### config.mk
export PLATFORM = sky130hd
export DESIGN_NAME = s2p_word_receiver
export DESIGN_NICKNAME = d
export VERILOG_FILES = /design/src/rtl/s2p_word_receiver.sv
export SDC_FILE = /design/constraint.sdc
export NUM_CORES = 1
export LEC_CHECK = 0
export BUFFER_PORTS_ARGS = -buffer_cell sky130_fd_sc_hd__buf_4
export CORE_UTILIZATION = 60
export DETAILED_ROUTE_END_ITERATION = 8
export PLACE_DENSITY = 0.77
export SLEW_MARGIN = 20
export SYNTH_ARGS = -nofsm -noshare
export SYNTH_HDL_FRONTEND = slang
export SYNTH_SLANG_ARGS = --single-unit
### constraint.sdc
create_clock -name clk -period 7.6 [get_ports clk]
set_input_delay 0.38 -clock clk [delete_from_list [all_inputs] [get_ports clk]]
set_output_delay 0.38 -clock clk [all_outputs]
set_load 0.02 [all_outputs]
### src/rtl/s2p_word_receiver.sv
// Serial-to-parallel word receiver: MSB-first deserialiser, transmit-offset removal,
// and a show-ahead receive FIFO with sticky overflow/underflow/framing flags.
module s2p_word_receiver #(
  parameter int FIFO_DEPTH = 8,
  parameter int FIFO_WIDTH = 11,
  parameter int NUM_LOOPS  = 3,
  parameter int ADD_MODE   = 1
) (
  input  logic                             clk,
  input  logic                             rst,
  input  logic                             ser_valid,
  input  logic                             ser_first,
  input  logic                             ser_data,
  input  logic                             pop,
  input  logic                             clr_err,
  output logic [FIFO_WIDTH-1:0]            pop_data,
  output logic                             empty,
  output logic                             full,
  output logic [$clog2(FIFO_DEPTH+1)-1:0]  level,
  output logic                             overflow,
  output logic                             underflow,
  output logic                             frame_err
);

  localparam int LVL_W = $clog2(FIFO_DEPTH + 1);
  localparam int PTR_W = $clog2(FIFO_DEPTH);
  localparam int CNT_W = $clog2(FIFO_WIDTH + 1);

  localparam logic [FIFO_WIDTH-1:0] OFFSET   = FIFO_WIDTH'(NUM_LOOPS);
  localparam logic [CNT_W-1:0]      LAST_CNT = CNT_W'(FIFO_WIDTH - 1);
  localparam logic [LVL_W-1:0]      FULL_LVL = LVL_W'(FIFO_DEPTH);

  typedef enum logic {
    IDLE,
    COLLECT
  } state_t;

  // ---------------------------------------------------------------------------
  // Receive FSM
  // ---------------------------------------------------------------------------
  state_t                state, state_nxt;
  logic [CNT_W-1:0]      bit_cnt, bit_cnt_nxt;
  logic [FIFO_WIDTH-1:0] shift, shift_nxt;
  logic [FIFO_WIDTH-1:0] word_in;
  logic [FIFO_WIDTH-1:0] first_word;
  logic                  word_done;
  logic                  mid_first;

  assign word_in    = {shift[FIFO_WIDTH-2:0], ser_data};
  assign first_word = {{(FIFO_WIDTH-1){1'b0}}, ser_data};

  // NOTE: every signal assigned in this block gets a default first, so no
  // path leaves it unassigned and no latch is inferred.
  always_comb begin
    state_nxt   = state;
    bit_cnt_nxt = bit_cnt;
    shift_nxt   = shift;
    word_done   = 1'b0;
    mid_first   = 1'b0;
    unique case (state)
      IDLE: begin
        if (ser_valid && ser_first) begin
          state_nxt   = COLLECT;
          bit_cnt_nxt = CNT_W'(1);
          shift_nxt   = first_word;
        end
      end
      COLLECT: begin
        if (ser_valid) begin
          if (ser_first) begin
            // A new MSB mid-word restarts framing; the partial word is lost.
            mid_first   = 1'b1;
            bit_cnt_nxt = CNT_W'(1);
            shift_nxt   = first_word;
          end else if (bit_cnt == LAST_CNT) begin
            word_done   = 1'b1;
            state_nxt   = IDLE;
            bit_cnt_nxt = '0;
            shift_nxt   = '0;
          end else begin
            bit_cnt_nxt = bit_cnt + 1'b1;
            shift_nxt   = word_in;
          end
        end
      end
      default: state_nxt = IDLE;
    endcase
  end

  // NOTE: state registers use non-blocking assignments so every flop samples
  // the pre-edge values regardless of block ordering.
  always_ff @(posedge clk or posedge rst) begin
    if (rst) begin
      state   <= IDLE;
      bit_cnt <= '0;
      shift   <= '0;
    end else begin
      state   <= state_nxt;
      bit_cnt <= bit_cnt_nxt;
      shift   <= shift_nxt;
    end
  end

  // ---------------------------------------------------------------------------
  // Offset correction stage (one word per completion, written to FIFO next edge)
  // ---------------------------------------------------------------------------
  logic                  stage_valid;
  logic [FIFO_WIDTH-1:0] stage_data;
  logic [FIFO_WIDTH-1:0] corrected;

  assign corrected = (ADD_MODE != 0) ? (word_in - OFFSET) : (word_in + OFFSET);

  always_ff @(posedge clk or posedge rst) begin
    if (rst) begin
      stage_valid <= 1'b0;
      stage_data  <= '0;
    end else begin
      stage_valid <= word_done;
      if (word_done) begin
        stage_data <= corrected;
      end
    end
  end

  // ---------------------------------------------------------------------------
  // Show-ahead FIFO with full-depth occupancy counter
  // ---------------------------------------------------------------------------
  logic [FIFO_WIDTH-1:0] mem [FIFO_DEPTH];
  logic [PTR_W-1:0]      wptr, rptr;
  logic                  do_pop;
  logic                  do_write;
  logic                  drop;

  assign empty    = (level == '0);
  assign full     = (level == FULL_LVL);
  assign do_pop   = pop && !empty;
  assign do_write = stage_valid && (!full || do_pop);
  assign drop     = stage_valid && full && !do_pop;
  assign pop_data = empty ? '0 : mem[rptr];

  // NOTE: the storage array is deliberately not reset; the occupancy counter
  // and pointers alone define which entries are meaningful.
  always_ff @(posedge clk) begin
    if (do_write) begin
      mem[wptr] <= stage_data;
    end
  end

  always_ff @(posedge clk or posedge rst) begin
    if (rst) begin
      wptr  <= '0;
      rptr  <= '0;
      level <= '0;
    end else begin
      if (do_write) begin
        wptr <= wptr + 1'b1;
      end
      if (do_pop) begin
        rptr <= rptr + 1'b1;
      end
      unique case ({do_write, do_pop})
        2'b10:   level <= level + 1'b1;
        2'b01:   level <= level - 1'b1;
        default: level <= level;
      endcase
    end
  end

  // ---------------------------------------------------------------------------
  // Sticky error flags; clear wins over a same-cycle set
  // ---------------------------------------------------------------------------
  always_ff @(posedge clk or posedge rst) begin
    if (rst) begin
      overflow  <= 1'b0;
      underflow <= 1'b0;
      frame_err <= 1'b0;
    end else if (clr_err) begin
      overflow  <= 1'b0;
      underflow <= 1'b0;
      frame_err <= 1'b0;
    end else begin
      if (drop) begin
        overflow <= 1'b1;
      end
      if (pop && empty) begin
        underflow <= 1'b1;
      end
      if (mid_first) begin
        frame_err <= 1'b1;
      end
    end
  end

endmodule

==> results.yml, run 1 <==
clock_tree:
  cts_tree: "yes"
  clk_path_buf_depth: 2
  cts.sinks: 128
  insertion_delay_ns: 0.51
  htree_levels: 4
  clkTransAtPathRegs_ns: 0.06
  cts_buffers: 17
  cts-root-buf: "clkbuf_8"
  cts_setup_buffers: 0
  cts_resized: 0
floorplan:
  num_rows: 33
  core-area_mm2: 0.008382
  die_y_um: 95.90
  fp.dieW_um: 95.90
  dieArea_mm2: 0.009196
  start_util_pct: 63.11
  ioPinCount: 27
sta:
  post-route-period-util_pct: 38.49
  rsz0062_at_grt: "no"
  setup-violations-final: 0
  drv_slew: 0
  whs_ns: 0.03571
  slew_headroom_pct: 30.61
  skew_ns: 0.009475
  fmax_ghz: 0.3419
  worstMarginPinSlew_ns: 1.041
  tns_ns: 0
  final-hold-violation-count: 0
  finalCriticalPeriod_ns: 2.925
power_and_ir_drop:
  sequentialPowerShare_pct: 39.9
  total_power_mw: 2.101
  peakVddDrop_uv: 197.9
  p_int_mw: 1.529
  p_comb_share_pct: 19.3
  power_leakage_nw: 2.233
  switching_share_pct: 27.21
  switching_power_mw: 0.5716
  power.share.clock_pct: 40.9
  power_density_mw_per_mm2: 333.7
final_layout:
  final_area_mm2: 0.006296
  antennaDiodeCount: 0
  fillers: 487
  area_growth_pct: 19.02
  layout.nets: 385
  drive_gt1_share_pct: 27.27
logic_synthesis:
  synthCells: 331
  ys_types: 41
  netlist_area_mm2: 0.005290
  synthFlopType: "edfxtp_1"
  syn-num-nets: 344
  synth_edf_count: 88
  synth_seq_cells: 128
  yosysSeqAreaShare_pct: 68.87
  yosys_warnings: 0
  avgSynthCellArea_um2: 15.98
  ys_async_sr_fraction_pct: 31.25
worst_setup_path:
  r2r_start: "level[0]"
  crit_family: "simple AND/OR/NAND/NOR gates"
  critPathRequiredTime_ns: 7.96
  startpoint: "level[0]"
  worst_path_max_delay_cell: "or4_1"
  crit_chain: "or4_1 -> inv_1 -> nor2_1 -> mux2_2 -> ha_1 -> o311ai_0 -> o311ai_0"
  endpoint_kind: "register"
  cp_common_cell: "o311ai_0"
  cp_num_buf_inv: 1
  cp_slowest_stage_delay_ns: 0.63
  r2r_setup_slack_ns: 4.67
  crit_arrival_ns: 3.29
  crit_path_start_kind: "register"
  critPathMaxFanout: 15
  worstSetupPathType: "register to register"
routing:
  wirelength_um: 10190
  ant_nets: 0
  wire_per_inst_um: 20.80
  drt_iter0_markers: 224
  drc: 0
  dr.pass1.iters: 4
  detail_route.vias_per_cell: 5.998
  vias: 2939
grt:
  grt_usage_pct: 25.92
  grt_pass1_vias: 3074
  grt_overflow: 0
  grt_max_degree: 41
  antenna_found_initial: 0
  grt_pass1_wl_um: 16310
placed_design:
  gp_congestion: 0.7650
  place_area_mm2: 0.005652
  place_hpwl_um: 5935
  portBuffers: 26
status:
  status: "finished, final reports clean"
hold_path:
  hp-class: "input port to register"
  hold_start: "clr_err"
run:
  maxCapViolCount: 0
==> layout make-up <==
class / count / area [um2] / area share [%]
Clock inverter: 15 / 215.2 / 3.418
Inverter: 9 / 33.78 / 0.5366
Tap cell: 105 / 131.4 / 2.087
Multi-Input combinational cell: 178 / 1570 / 24.94
Timing Repair Buffer: 38 / 287.8 / 4.571
Clock buffer: 17 / 414.1 / 6.578
Sequential cell: 128 / 3643 / 57.87
==> path summary, 6_finish.rpt <==
| path | end | depth (start not counted) |
|---|---|---|
| worst max register to register | level[2] | 7 |
| min in group asynchronous | state | 4 |
| worst min-delay path | frame_err | 2 |
| worst max-delay path | level[2] | 7 |
| worst min register to register | frame_err | 2 |
| max in group asynchronous | stage_data[8] | 4 |
==> power by group through the flow <==
stage          clock [mW]  combinational (mW)  sequential [mW]
6_report            0.858               0.405            0.837
5_1_grt             0.897               0.445            0.844
4_1_cts             0.868               0.413            0.838
3_5_place_dp            0               0.406            0.851
3_3_place_gp            0               0.403            0.848
2_1_floorplan           0               0.307            0.815
==> cell usage in the layout, fill, tap and decap left out, types with 6 or more instances in the layout <==
| master | synthesis | final |
|---|---|---|
| a21oi_1 | 11 | 11 |
| a22o_1 | 8 | 8 |
| buf_4 | 0 | 37 |
| clkbuf_16 | 0 | 16 |
| dfrtp_1 | 40 | 40 |
| edfxtp_1 | 88 | 88 |
| ha_1 | 6 | 6 |
| inv_1 | 9 | 9 |
| mux2i_1 | 14 | 14 |
| mux4_2 | 22 | 22 |
| nand2_1 | 21 | 21 |
| nor2_1 | 28 | 28 |
| nor3_1 | 8 | 6 |
| o21ai_0 | 9 | 9 |
| xnor2_1 | 11 | 11 |
==> metal layers <==
| layer | track usage (%) | up-vias | wire length, um |
|---|---|---|---|
| met3 | 9.242 | 18 | 560 |
| met2 | 43.10 | 101 | 5276 |
| li1 | - | 1354 | - |
| met5 | 0 | - | 0 |
| met4 | 9.204 | 0 | 155 |
| met1 | 31.53 | 1466 | 4200 |
==> metrics by stage <==
stage	setup WS (ns)	instances	utilization (%)
6_report	4.675	490	75.12
2_1_floorplan	5.024	331	-
5_1_grt	4.449	490	75.12
3_5_place_dp	4.717	457	67.43
4_1_cts	4.655	490	75.06
3_3_place_gp	4.917	457	67.43
==> registers in the layout, summed over array words and instances (netlist names) <==
signal       cells
shift           10
underflow        1
bit_cnt          4
state            1
mem             88
overflow         1
level            4
stage_data      11
frame_err        1
stage_valid      1
rptr             3
wptr             3
==> worst reg2reg max path: stages (launching register included) <==
cell	delay (ns)
dfrtp_1	0.48
or4_1	0.63
inv_1	0.46
nor2_1	0.13
mux2_2	0.29
ha_1	0.22
o311ai_0	0.37
o311ai_0	0.20
==> cell usage after synthesis, types with 2 or more instances <==
cell type | instances | area (um2)
o21ai_0 | 9 | 45.04
mux2_2 | 4 | 45.04
nand2_1 | 21 | 78.83
nor2_1 | 28 | 105.1
xor2_1 | 3 | 26.28
inv_1 | 9 | 33.78
a21oi_1 | 11 | 55.05
o311ai_0 | 2 | 17.52
ha_1 | 6 | 75.07
a22o_2 | 2 | 20.02
a31oi_1 | 3 | 18.77
a22o_1 | 8 | 70.07
nand3_1 | 4 | 20.02
mux2i_1 | 14 | 140.1
nor3b_1 | 2 | 15.01
mux4_2 | 22 | 495.5
dfrtp_1 | 40 | 1001
buf_2 | 5 | 25.02
xnor2_1 | 11 | 96.34
nor3_1 | 8 | 40.04
nor4_1 | 3 | 18.77
edfxtp_1 | 88 | 2643
clkbuf_1 | 10 | 37.54
==> cell families after synthesis <==
logic type | count (synthesis) | share of synthesized area (%)
compound gates | 41 | 5.180
xor+xnor | 14 | 2.318
fa+ha+maj | 6 | 1.419
buf+inv | 25 | 2.034
flops | 128 | 68.87
mux | 40 | 12.87
simple gates | 77 | 7.309
==> timing repair <==
item,in CTS,in global routing
hold buffers,1,0
hold endpoints to repair,37,0
endpoints found under the setup margin,0,0
Power figures use the tool's default switching activity.
==> run 2, diff against run 1 <==
==> constraint.sdc (replaced) <==
create_clock -name clk -period 3 [get_ports clk]
set_input_delay 0.15 -clock clk [delete_from_list [all_inputs] [get_ports clk]]
set_output_delay 0.15 -clock clk [all_outputs]
set_load 0.02 [all_outputs]
==> run 2 against run 1 <==
Worst setup slack lost 4.2 ns. Worst hold slack gained 0.28 ns. Global-route usage shrank 1.5 points. Wire length shrank 5.9%. Flip-flop and latch count is the same. Final area is the same. Via count shrank 0.51%. Clock-buffer cell count grew 1. Sequential power grew to 2.5 times the previous value. Non-clock buffer count grew 9. Clock skew grew 0.0015 ns. First-iteration DRC count shrank 17%.
==> results.yml, run 2 (synthesized netlist as in run 1, its figures left out) <==
clock_tree:
  insertion_delay_ns: 0.51
  htree_levels: 4
  cts_buffers: 17
  clk_path_buf_depth: 2
  cts.sinks: 128
  cts_resized: 0
  clkTransAtPathRegs_ns: 0.06
  cts-root-buf: "clkbuf_8"
  cts_tree: "yes"
routing:
  wirelength_um: 9595
  drc: 0
  dr.pass1.iters: 4
  ant_nets: 0
  wire_per_inst_um: 19.23
  detail_route.vias_per_cell: 5.860
  drt_iter0_markers: 186
  vias: 2924
worst_setup_path:
  worstSetupPathType: "register to output port"
  crit_path_start_kind: "register"
  critPathMaxFanout: 16
  critPathRequiredTime_ns: 2.85
  reg2reg_depth: 7
  crit_arrival_ns: 2.39
  endpoint_kind: "output port"
final_layout:
  area_growth_pct: 19.02
  final_common_cell: "edfxtp_1"
  final_cell_mix: "edfxtp_1 (88), dfrtp_1 (40), buf_4 (40)"
  largest_register: "mem"
  final_util_pct: 75.12
  layout.nets: 394
  top_regs: "mem x88, stage_data x11, shift x10"
  largest_reg_flops: 88
  drive_gt1_share_pct: 27.41
  fillers: 483
  final_area_mm2: 0.006296
  antennaDiodeCount: 0
grt:
  gr-max-usage-layer: "met2"
  grt_usage_pct: 24.44
  antenna_found_initial: 0
  grt_pass1_vias: 2916
  met2_usage_pct: 37.56
  grt_pass1_wl_um: 15570
  grt_max_degree: 41
  met3_usage_pct: 8.136
  grt_use_met1_pct: 33.15
  grt_overflow: 0
sta:
  worstMarginPinSlew_ns: 0.9549
  slew_headroom_pct: 36.10
  setup-violations-final: 0
  final-hold-violation-count: 0
  rsz0062_at_grt: "no"
  fmax_ghz: 0.3932
  tns_ns: 0
  finalCriticalPeriod_ns: 2.543
  post-route-period-util_pct: 84.77
  setup_slack_ns: 0.4568
  skew_ns: 0.01096
  drv_slew: 0
power_and_ir_drop:
  total_power_mw: 5.073
  power_density_mw_per_mm2: 805.8
  power_leakage_nw: 2.235
  peakVddDrop_uv: 424.0
floorplan:
  core-area_mm2: 0.008382
  die_y_um: 95.90
  start_util_pct: 63.11
  ioPinCount: 27
  fp.dieW_um: 95.90
  dieArea_mm2: 0.009196
  num_rows: 33
placed_design:
  place_area_mm2: 0.005665
  place_hpwl_um: 5842
  portBuffers: 26
  gp_congestion: 0.7536
  preCtsSetupSlack_ns: 0.6318
status:
  status: "finished, final reports clean"
hold_path:
  hp-class: "input port to async pin"
run:
  maxCapViolCount: 0
[run 2: cell count changes in the layout (fill, tap and decap cells not counted), sizes merged]
cell,previous run,this run
clkinvlp,4,6
buf,37,40
dlygate4sd3,1,7
clkbuf,17,18
bufinv,5,2
[run 2: critical path: stages (launching register included)]
cell     delay, ns
dfrtp_1       0.83
buf_4         0.31
mux4_2        0.33
mux2i_1       0.18
nor2_1        0.06
buf_4         0.15
[run 2: path summary, 6_finish.rpt]
check                      startpoint       endpoint  slack [ns]
hold / removal                    rst      underflow        0.32
hold reg to reg              overflow       overflow        0.50
max in group asynchronous         rst  stage_data[7]        2.33
min in group clk              clr_err       overflow        0.35
setup reg to reg             level[0]       level[2]        0.65
setup / recovery              rptr[1]    pop_data[8]        0.46
[run 2: what timing repair did]
item | CTS | global route
hold endpoints to repair | 50 | 0
setup buffers | 0 | 0
setup endpoints to repair | 0 | 0
hold buffers | 7 | 0
[run 2: metal layers]
layer	routed length, um	vias up
met5	0	-
met4	143	0
met3	358	17
met2	4760	73
met1	4332	1465
li1	-	1369
[run 2: cell type report]
type | instances | area [um2] | area share (%)
clock buffers | 18 | 417.9 | 6.638
repair buffers | 47 | 370.4 | 5.882
flip-flops and latches | 128 | 3643 | 57.87
inverters | 9 | 33.78 | 0.5366
well taps | 105 | 131.4 | 2.087
clock inverters | 14 | 142.6 | 2.266
multi-input cells | 178 | 1556 | 24.72
[run 2: stage by stage]
step / hold slack [ns] / instances
5_1_grt: 0.3427 / 499
4_1_cts: 0.3056 / 499
3_3_place_gp: 0.3006 / 460
2_1_floorplan: 0.2164 / 331
6_report: 0.3174 / 499
3_5_place_dp: 0.3116 / 460
[run 2: power breakdown]
| group | switching (mW) | leakage, nW | internal, mW | total, mW |
|---|---|---|---|---|
| combinational | 0.541 | 0.812 | 0.527 | 1.07 |
| clock | 0.731 | 0.259 | 1.18 | 1.91 |
| sequential | 0.159 | 1.16 | 1.94 | 2.10 |
| total | 1.43 | 2.24 | 3.64 | 5.07 |
==> run 3, diff against run 2 <==
--- a/config.mk
+++ b/config.mk
@@ -6,9 +6,9 @@
 export NUM_CORES = 1
 export LEC_CHECK = 0
 export BUFFER_PORTS_ARGS = -buffer_cell sky130_fd_sc_hd__buf_4
-export CORE_UTILIZATION = 60
+export CORE_UTILIZATION = 55
 export DETAILED_ROUTE_END_ITERATION = 8
-export PLACE_DENSITY = 0.77
+export PLACE_DENSITY = 0.75
 export SLEW_MARGIN = 20
 export SYNTH_ARGS = -nofsm -noshare
 export SYNTH_HDL_FRONTEND = slang
==> constraint.sdc (replaced) <==
create_clock -name clk -period 2 [get_ports clk]
set_input_delay 0.1 -clock clk [delete_from_list [all_inputs] [get_ports clk]]
set_output_delay 0.1 -clock clk [all_outputs]
set_load 0.02 [all_outputs]
==> run 3 against run 2 <==
The run now ends with negative setup slack left. Core utilization shrank 2.3 points. Sequential share of layout area shrank 3.9 points. Via count grew 6.5%. Non-clock buffer count grew 20. Register-to-register slack lost 0.85 ns. First-iteration DRC count shrank 19%. Die area grew 8.9%. Clock skew shrank 0.00097 ns. Flip-flop and latch count is the same. Power grew 63%. Critical path type unchanged.
==> results.yml, run 3 (synthesized netlist as in run 1, its figures left out) <==
status:
  status: "finished, violations left"
  violations: "negative setup slack"
worst_setup_path:
  critPathMaxFanout: 6
  crit_chain: "buf_6 -> buf_16 -> mux4_2 -> mux2i_1 -> nor2_1 -> buf_4"
  r2r_setup_slack_ns: -0.20
  worstSetupPathType: "register to output port"
  critPathRequiredTime_ns: 1.90
  endpoint_kind: "output port"
  reg2reg_depth: 10
  cp_slowest_stage_delay_ns: 0.50
  r2r-end: "level[2]"
  r2r_start: "level[1]"
  crit_path_start_kind: "register"
  startpoint: "rptr[0]"
  worst_path_max_delay_cell: "mux4_2"
  crit_arrival_ns: 2.12
clock_tree:
  insertion_delay_ns: 0.53
  cts_buffers: 17
  cts_tree: "yes"
  cts-root-buf: "clkbuf_8"
  htree_levels: 4
  clk_path_buf_depth: 2
  cts.sinks: 128
  clkTransAtPathRegs_ns: 0.07
floorplan:
  ioPinCount: 27
  die_y_um: 100.1
  core-area_mm2: 0.009284
  start_util_pct: 56.98
  num_rows: 35
  fp.dieW_um: 100.1
  dieArea_mm2: 0.01002
sta:
  finalCriticalPeriod_ns: 2.220
  skew_ns: 0.009985
  fmax_ghz: 0.4505
  rsz0062_at_grt: "yes"
  drv_slew: 0
  slew_headroom_pct: 43.38
  setup-violations-final: 14
  setup_slack_ns: -0.2197
  post-route-period-util_pct: 111.0
  final-hold-violation-count: 0
  worstMarginPinSlew_ns: 0.8456
routing:
  detail_route.vias_per_cell: 5.735
  drc: 0
  dr.pass1.iters: 4
  vias: 3114
  drt_iter0_markers: 150
  ant_nets: 0
  wire_per_inst_um: 20.74
  wirelength_um: 11260
final_layout:
  drive_gt1_share_pct: 35.51
  final_util_pct: 72.82
  final_cell_mix: "edfxtp_1 (88), buf_4 (46), dfrtp_1 (37)"
  antennaDiodeCount: 0
  largest_register: "mem"
  final_common_cell: "edfxtp_1"
  layout.nets: 414
  largest_reg_flops: 88
  top_regs: "mem x88, stage_data x11, shift x10"
  area_growth_pct: 27.79
power_and_ir_drop:
  power_density_mw_per_mm2: 1226
  power_leakage_nw: 2.383
  total_power_mw: 8.289
  peakVddDrop_uv: 682.9
grt:
  grt_max_degree: 41
  antenna_found_initial: 0
  grt_pass1_wl_um: 17040
  grt_usage_pct: 24.19
  grt_pass1_vias: 3259
  grt_overflow: 0
placed_design:
  gp_congestion: 0.8184
  portBuffers: 26
  preCtsSetupSlack_ns: -0.2005
  place_hpwl_um: 6430
run:
  maxCapViolCount: 0
hold_path:
  hp-class: "input port to async pin"
run 3: worst max-delay path by stage:
stage | to | slack (ns) | cells past startpoint
detailed placement | mem[1][9] | -0.20 | 4
global placement | level[2] | -0.09 | 7
finish | pop_data[0] | -0.22 | 6
global route | pop_data[0] | -0.31 | 6
CTS | pop_data[5] | -0.20 | 6
floorplan | level[2] | -0.24 | 7
run 3: area by class of cell:
cell class | instances | area (um2)
clock buffers | 17 | 414.1
inverters | 9 | 41.29
flip-flops and latches | 128 | 3647
fillers | 603 | 2524
multi-input cells | 178 | 1714
repair buffers | 67 | 646.9
clock inverters | 15 | 135.1
well taps | 129 | 161.4
run 3: timing repair:
| action | in CTS | in global routing |
|---|---|---|
| cloned | 2 | 2 |
| pin swaps | 0 | 6 |
| setup endpoints to repair | 102 | 59 |
| buffers inserted | 4 | 6 |
| resized for setup | 12 | 29 |
| endpoints found under the hold margin | 54 | 0 |
| hold buffers | 8 | 0 |
run 3: layer usage:
| metal | wire length (um) | vias up | GRT usage, % | part of all wire [%] |
|---|---|---|---|---|
| met5 | 0 | - | 0 | 0 |
| met4 | 257 | 0 | 9.922 | 2.3 |
| met3 | 413 | 23 | 7.521 | 3.7 |
| met2 | 6151 | 86 | 43.02 | 55 |
| met1 | 4438 | 1590 | 27.14 | 39 |
| li1 | - | 1415 | - | - |
run 3: worst max-delay path, delay by kind of cell, from the launching register on:
family / cells / cell delay (ns)
flops: 1 / 0.41
mux: 2 / 0.69
simple gates: 1 / 0.07
buf+inv: 3 / 0.43
run 3: power by group:
group	switching, mW	internal (mW)	total, mW
Combinational	1.17	1.24	2.41
Clock	1.20	1.66	2.85
Sequential	0.107	2.92	3.02
Total	2.48	5.81	8.29
run 3: metrics by stage:
stage | TNS [ns] | hold WS (ns) | cells | instance area, um2
floorplan | -0.2422 | 0.1664 | 331 | 5348
global placement | -3.331 | 0.2507 | 492 | 5838
detailed placement | -10.84 | 0.2650 | 492 | 5838
CTS | -2.347 | 0.2592 | 538 | 6599
global route | -3.088 | 0.2974 | 543 | 6760
finish | -1.837 | 0.2544 | 543 | 6760
